### config.mk
export PLATFORM = sky130hd
export DESIGN_NAME = paralelo_serial_param
export DESIGN_NICKNAME = d
export VERILOG_FILES = /design/src/rtl/paralelo_serial_param.sv
export SDC_FILE = /design/constraint.sdc
export NUM_CORES = 1
export LEC_CHECK = 0
export ABC_AREA = 0
export CORE_UTILIZATION = 52
export CTS_BUF_LIST = sky130_fd_sc_hd__clkbuf_8
export CTS_CLUSTER_SIZE = 16
export DETAILED_ROUTE_END_ITERATION = 10
export GPL_TIMING_DRIVEN = 0
export PLACE_DENSITY = 0.78
export SLEW_MARGIN = 5
export SYNTH_ARGS = -nofsm -noshare
export SYNTH_HDL_FRONTEND = slang
export SYNTH_SLANG_ARGS = --single-unit
### constraint.sdc
create_clock -name dclk -period 2.25 [get_ports dclk]
set_clock_uncertainty 0.2 [all_clocks]
set_input_delay 0.5625 -clock dclk [delete_from_list [all_inputs] [get_ports dclk]]
set_output_delay 0.5625 -clock dclk [all_outputs]
set_load 0.005 [all_outputs]
### src/rtl/paralelo_serial_param.sv
// ============================================================================
// paralelo_serial_param
// ----------------------------------------------------------------------------
// Parallel-to-serial converter that sends a continuous bit stream at one bit
// per dclk cycle. Words are grouped into frames of WIDTH bits. When no data
// word is ready at a frame boundary, IDLE_WORD is sent in its place, so the
// line always carries framed words.
//
// A one-word holding register lets the producer hand over the next word at
// any point inside the current frame. A word offered exactly on a frame
// boundary while the holding register is empty skips the holding register
// and starts on the very next cycle.
//
// Parameters
//   WIDTH      : parallel word width in bits (2..32)
//   MSB_FIRST  : 1 = send bit WIDTH-1 first, 0 = send bit 0 first
//   IDLE_WORD  : word sent when no data word is available
//
// Ports
//   dclk           in   bit-rate clock, rising edge active
//   default_values in   asynchronous active-high reset
//   valid          in   data_in carries a word to send
//   data_in        in   parallel word (WIDTH bits)
//   ready          out  a word offered this cycle will be taken
//   data_out       out  serial bit stream
//   frame_start    out  high while data_out carries the first bit of a word
//   sending_data   out  high while the current word came from data_in
// ============================================================================
module paralelo_serial_param #(
    parameter int                 WIDTH     = 8,
    parameter int                 MSB_FIRST = 1,
    parameter logic [WIDTH-1:0]   IDLE_WORD = WIDTH'(8'hBC)
) (
    input  logic             dclk,
    input  logic             default_values,
    input  logic             valid,
    input  logic [WIDTH-1:0] data_in,
    output logic             ready,
    output logic             data_out,
    output logic             frame_start,
    output logic             sending_data
);

    localparam int              CW       = $clog2(WIDTH);
    localparam logic [CW-1:0]   CNT_LAST = CW'(WIDTH - 1);
    localparam logic [CW-1:0]   CNT_ONE  = CW'(1);

    // ------------------------------------------------------------------
    // State registers
    // ------------------------------------------------------------------
    logic [WIDTH-1:0] sh_r;
    logic [CW-1:0]    cnt_r;
    logic [WIDTH-1:0] hold_r;
    logic             hold_full_r;
    logic             sending_data_r;
    logic             frame_start_r;

    // Next-state values
    logic [WIDTH-1:0] sh_nxt_s;
    logic [CW-1:0]    cnt_nxt_s;
    logic [WIDTH-1:0] hold_nxt_s;
    logic             hold_full_nxt_s;
    logic             sending_data_nxt_s;
    logic             frame_start_nxt_s;

    // Handshake and frame position
    logic             accept_s;
    logic             boundary_s;

    // The holding register is the only back-pressure point, so ready is
    // simply "holding register empty".
    assign ready      = ~hold_full_r;
    assign accept_s   = valid & ~hold_full_r;
    assign boundary_s = (cnt_r == CNT_LAST);

    // Next-state logic: word selection at frame boundaries, shifting inside
    // a frame, and capture of early words into the holding register.
    always_comb begin
        sh_nxt_s           = sh_r;
        cnt_nxt_s          = cnt_r;
        hold_nxt_s         = hold_r;
        hold_full_nxt_s    = hold_full_r;
        sending_data_nxt_s = sending_data_r;
        frame_start_nxt_s  = 1'b0;

        if (boundary_s) begin
            cnt_nxt_s         = {CW{1'b0}};
            frame_start_nxt_s = 1'b1;
            if (hold_full_r) begin
                // A word waiting in hold always wins; ready is low here so
                // no new word can arrive on this edge.
                sh_nxt_s           = hold_r;
                hold_full_nxt_s    = 1'b0;
                sending_data_nxt_s = 1'b1;
            end else if (accept_s) begin
                // Bypass: the word goes straight into the shifter and hold
                // stays untouched.
                sh_nxt_s           = data_in;
                sending_data_nxt_s = 1'b1;
            end else begin
                sh_nxt_s           = IDLE_WORD;
                sending_data_nxt_s = 1'b0;
            end
        end else begin
            cnt_nxt_s = cnt_r + CNT_ONE;
            if (MSB_FIRST != 0) begin
                sh_nxt_s = {sh_r[WIDTH-2:0], 1'b0};
            end else begin
                sh_nxt_s = {1'b0, sh_r[WIDTH-1:1]};
            end
            if (accept_s) begin
                hold_nxt_s      = data_in;
                hold_full_nxt_s = 1'b1;
            end else begin
                hold_nxt_s      = hold_r;
                hold_full_nxt_s = hold_full_r;
            end
        end
    end

    // State register with asynchronous reset. The counter resets to its
    // last value so the first edge after release is a frame boundary.
    always_ff @(posedge dclk or posedge default_values) begin
        if (default_values) begin
            sh_r           <= {WIDTH{1'b0}};
            cnt_r          <= CNT_LAST;
            hold_r         <= {WIDTH{1'b0}};
            hold_full_r    <= 1'b0;
            sending_data_r <= 1'b0;
            frame_start_r  <= 1'b0;
        end else begin
            sh_r           <= sh_nxt_s;
            cnt_r          <= cnt_nxt_s;
            hold_r         <= hold_nxt_s;
            hold_full_r    <= hold_full_nxt_s;
            sending_data_r <= sending_data_nxt_s;
            frame_start_r  <= frame_start_nxt_s;
        end
    end

    // frame_start_r is set exactly on the edges that load cnt_r with zero,
    // so it tracks cnt_r==0 but stays low while reset holds cnt at its top.
    assign frame_start  = frame_start_r;
    assign sending_data = sending_data_r;
    assign data_out     = (MSB_FIRST != 0) ? sh_r[WIDTH-1] : sh_r[0];

endmodule

After elaboration in Yosys (flattened, before gate mapping)
Index checks and enable logic that the tools add are counted.
{"block": "totals", "register_bits": 22, "input_bits": 11, "elab_cells": 22}
{"block": "op_classes", "n_addsub": 1, "eq_ne": 1, "muxes": 9, "bitwise": 3, "n_reduce_logical": 2}
{"cell": "8-bit 2-to-1 mux", "n": 3}
{"cell": "1-bit 2-to-1 mux", "n": 5}
{"cell": "3-bit by 1-bit adder with 3-bit output (second input constant)", "n": 1}
{"cell": "3-bit == test (second input constant)", "n": 1}
{"cell": "3-bit 2-to-1 mux", "n": 1}
{"cell": "1-bit NOT", "n": 2}
{"cell": "2-bit AND reduction", "n": 1}
{"cell": "2-bit nonzero test", "n": 1}
{"cell": "1-bit bitwise AND", "n": 1}

Depth between registers and ports, before layout
Gate-level depths: netlist of run 1.
{"block": "depth", "depth_word": 5, "ltp_mapped": 6, "ltp_nobuf": 4}

Worst setup path before layout of run 1
No wires, ideal clock.
{"block": "synth_timing", "kind": "reg-to-reg", "start": "reg cnt_r[0]", "end": "reg hold_r[0]", "setup_ns": 0.125, "t_arrival_ns": 1.467, "required_ns": 1.925, "slack_ns": 0.458, "stages_incl_launch_ff": 5, "path_buffers": 0, "synth_period_minus_slack_ns": 1.792, "cell_sequence": "dfstp_2 ha_1 ha_1 nor3b_4 mux2_2"}
{"block": "synth_between", "elab_chain_cells": 3}
{"item": "start, declared", "line_no": "52", "text": "logic [CW-1:0] cnt_r;"}
{"item": "start signal, assigned", "line_no": "133", "text": "cnt_r <= cnt_nxt_s;"}
{"item": "3-bit == test", "line_no": "74", "text": "assign boundary_s = (cnt_r == CNT_LAST);"}
{"item": "net boundary_s", "line_no": "68", "text": "logic boundary_s;"}
{"item": "1-bit NOT (no source line)"}
{"item": "2-bit AND reduction (no source line)"}
{"item": "end signal, assigned", "line_no": "127", "text": "hold_r <= {WIDTH{1'b0}};"}
{"item": "end signal, assigned", "line_no": "134", "text": "hold_r <= hold_nxt_s;"}
{"item": "end, declared", "line_no": "53", "text": "logic [WIDTH-1:0] hold_r;"}
The timed path passes the listed nets, and every way through them passes these cells.
A chain may end at the register's enable or synchronous reset.

Worst setup path after layout of run 1
{"block": "layout_timing", "start": "reg hold_full_r", "end": "out ready"}
{"block": "layout_between", "elab_chain_cells": 1}
{"item": "start, declared", "line_no": "54", "text": "logic hold_full_r;"}
{"item": "start signal, assigned", "line_no": "135", "text": "hold_full_r <= hold_full_nxt_s;"}
{"item": "1-bit NOT", "line_no": "72", "text": "assign ready = ~hold_full_r;"}
{"item": "end, declared", "line_no": "38", "text": "output logic ready,"}
No other way between the ends.

==> reports/metrics.yaml, run 1 <==
routing:
  viasPerCell: 5.09
  drt_iter0_markers: 8
  drtPass1Iterations: 4
  wirelength_um: 1520
  drc_errors: 0
  antenna_left: 0
  num_vias: 596
  drt-wirelength-per-cell_um: 13.0
global_route:
  grt-ovfl-total: 0
  antenna_found_initial: 0
  grt_start_max_net_pins: 23
  grtUsageTotal_pct: 17.9
  grt_pass1_wl_um: 2550
  first_global_vias: 579
timing:
  worstMarginPinSlew_ps: 812
  maxSlewViolCount: 0
  rsz0062_at_grt: "false"
  hold_violations: 0
  period_minus_slack_ps: 2100
  finalSetupTns_ps: 0
  fmax_mhz: 476
  slew-limit-headroom_pct: 45.8
  finalSetupViolations: 0
  finalCritPeriodShare_pct: 93.4
cts:
  htreeDepth: 1
  cts.reportedPaths.clkPinSlew_ps: 80
  cts.sinks: 22
  holdBufCountCts: 0
  clk_latency_ps: 260
  clockBufferDepth: 2
  tritoncts: "built"
  cts_setup_buffers: 0
  numCtsBuffers: 3
  ctsResizeCount: 0
  cts_root_buf: "clkbuf_8"
synth:
  syn_nets: 89
  ys_seq_elements: 22
  syn-instance-count: 76
  syn_avg_cell_area_um2: 12.6
  synthSimpleGateAreaFrac_pct: 19.0
  yosysUniqueCellTypes: 22
  synth.area.top_cells: "dfrtp_1, mux2_2, dfstp_2"
  synth_fa_ha_area_share_pct: 2.60
  yosys_warnings: 0
  synth.largest_area_cell: "dfrtp_1"
  syn-cell-area_um2: 961
  synth.mux.area_fraction_pct: 9.38
  netlist.area_leader.share_pct: 49.5
  ys_seq_area_share_pct: 57.7
  synth_top_family_by_area: "simple AND/OR/NAND/NOR gates"
  synthXorXnorAreaFrac_pct: 0
  synth-compound-area-share_pct: 7.16
setup_path:
  worstSetupStartpoint: "hold_full_r"
  critPathCaptureType: "primary output"
  slowest_stage: "clkdlybuf4s50_1"
  path_class: "flip-flop to primary output"
  cp_max_fo: 19
  crit_required_ps: 1490
  cp_cell_sequence: "buf_6 -> inv_1 -> clkdlybuf4s50_1"
  critPathArrivalTime_ps: 1340
  start_kind: "flip-flop"
  max_stage_delay_ps: 490
  worstReg2RegStart: "cnt_r[0]"
place:
  place_area_mm2: 0.00112
  gp_congestion: 0.752
  dp_hpwl_um: 1040
  port_buffers: 13
floorplanning:
  die_x_um: 45.0
  rows: 15
  design.die.area_mm2: 0.00202
  dieHeight_um: 45.0
  ios: 15
  core_area_mm2: 0.00173
  initial_core_util_pct: 55.7
layout:
  design_area_mm2: 0.00117
  num_antenna_cells: 0
  drive_above_1_share_pct: 29.3
  layout_common_cells: "dfrtp_1, clkdlybuf4s50_1, mux2_2"
  layout_commonest_cell: "dfrtp_1"
  synthToLayoutAreaGrowth_pct: 22.1
  layout.nets: 106
power:
  p_per_area_mw_per_mm2: 717
  p_leak_nw: 0.503
  ir_drop_v: 0.000433
flow_run:
  cap_violations: 0
hold_path:
  holdCritStartpoint: "cnt_r[0]"
  hold_path.class: "flip-flop to flip-flop"
run_status:
  status: "finished, final reports clean"
==> power breakdown <==
| part | switching [W] | leakage (nW) | internal (W) | total (W) |
|---|---|---|---|---|
| Clock | 0.000124 | 0.0288 | 0.000156 | 0.000279 |
| Sequential | 0.0000135 | 0.255 | 0.000435 | 0.000449 |
| Combinational | 0.0000415 | 0.220 | 0.0000714 | 0.000113 |
==> stage by stage <==
stage	cells	total power (W)	hold slack (ps)	setup slack, ps	util [%]
2_1_floorplan	76	0.000530	258	458	-
3_3_place_gp	114	0.000567	272	200	65.0
3_5_place_dp	114	0.000571	283	172	65.0
4_1_cts	117	0.000849	301	139	68.0
5_1_grt	117	0.000877	316	102	68.0
6_report	117	0.000841	293	149	68.0
==> critical path: cells and delay by family (launching register included) <==
kind                   cells  cell delay, ps
buffers and inverters      3             700
DFF                        1             380
==> cell usage after synthesis, drive strengths merged <==
cell and n:
dfrtp 19, mux2 8, nor2 6, a31o 5
nor2b 5, or3b 5, buf 4, nand2b 4
dfstp 3, nand2 3, nand3b 3, a31oi 2
ha 2, inv 2, a21boi 1, a21oi 1
clkbuf 1, nor3b 1, or2b 1
==> cells by family after synthesis <==
| group | count (synthesis) |
|---|---|
| AO/OA/AOI/OAI | 9 |
| adder cells (fa/ha/maj) | 2 |
| buffers and inverters | 7 |
| flip-flops | 22 |
| multiplexers | 8 |
| AND/OR/NAND/NOR | 28 |
==> worst paths after layout <==
check                                   end  slack (ps)  cells past startpoint
worst max-delay path                  ready         150                      3
worst min-delay path               cnt_r[0]         290                      1
worst max register to register    hold_r[4]         290                      4
worst min register to register     cnt_r[0]         290                      1
max in group asynchronous         hold_r[4]         790                      2
min in group asynchronous       hold_full_r         560                      2
==> metal layers <==
layer	up-vias	global-route usage [%]	wire length [um]
met3	5	3.60	48
met4	0	9.09	28
met5	-	0	0
li1	293	-	-
met1	285	23.9	769
met2	13	27.8	672
==> flip-flops by register name, indices dropped and copies added, names as in the netlist <==
register and count:
frame_start 1, hold_r 8, cnt_r 3, sh_r 8
hold_full_r 1, sending_data 1
==> cell type report <==
cell class / instances / area [um^2]
buffer: 4 / 28.8
multi-input combinational: 47 / 367
sequential: 22 / 554
fill: 131 / 553
inverter: 2 / 7.51
timing repair buffer: 13 / 130
clock buffer: 4 / 55.1
tap: 25 / 31.3
(Power assumes the default switching activity.)
==> inputs of run 2 (changes only) <==
Settings changed: CTS_CLUSTER_DIAMETER set to 120.
==> results of run 2 <==
Final layout, timing and power as in run 1 (identical DEF).
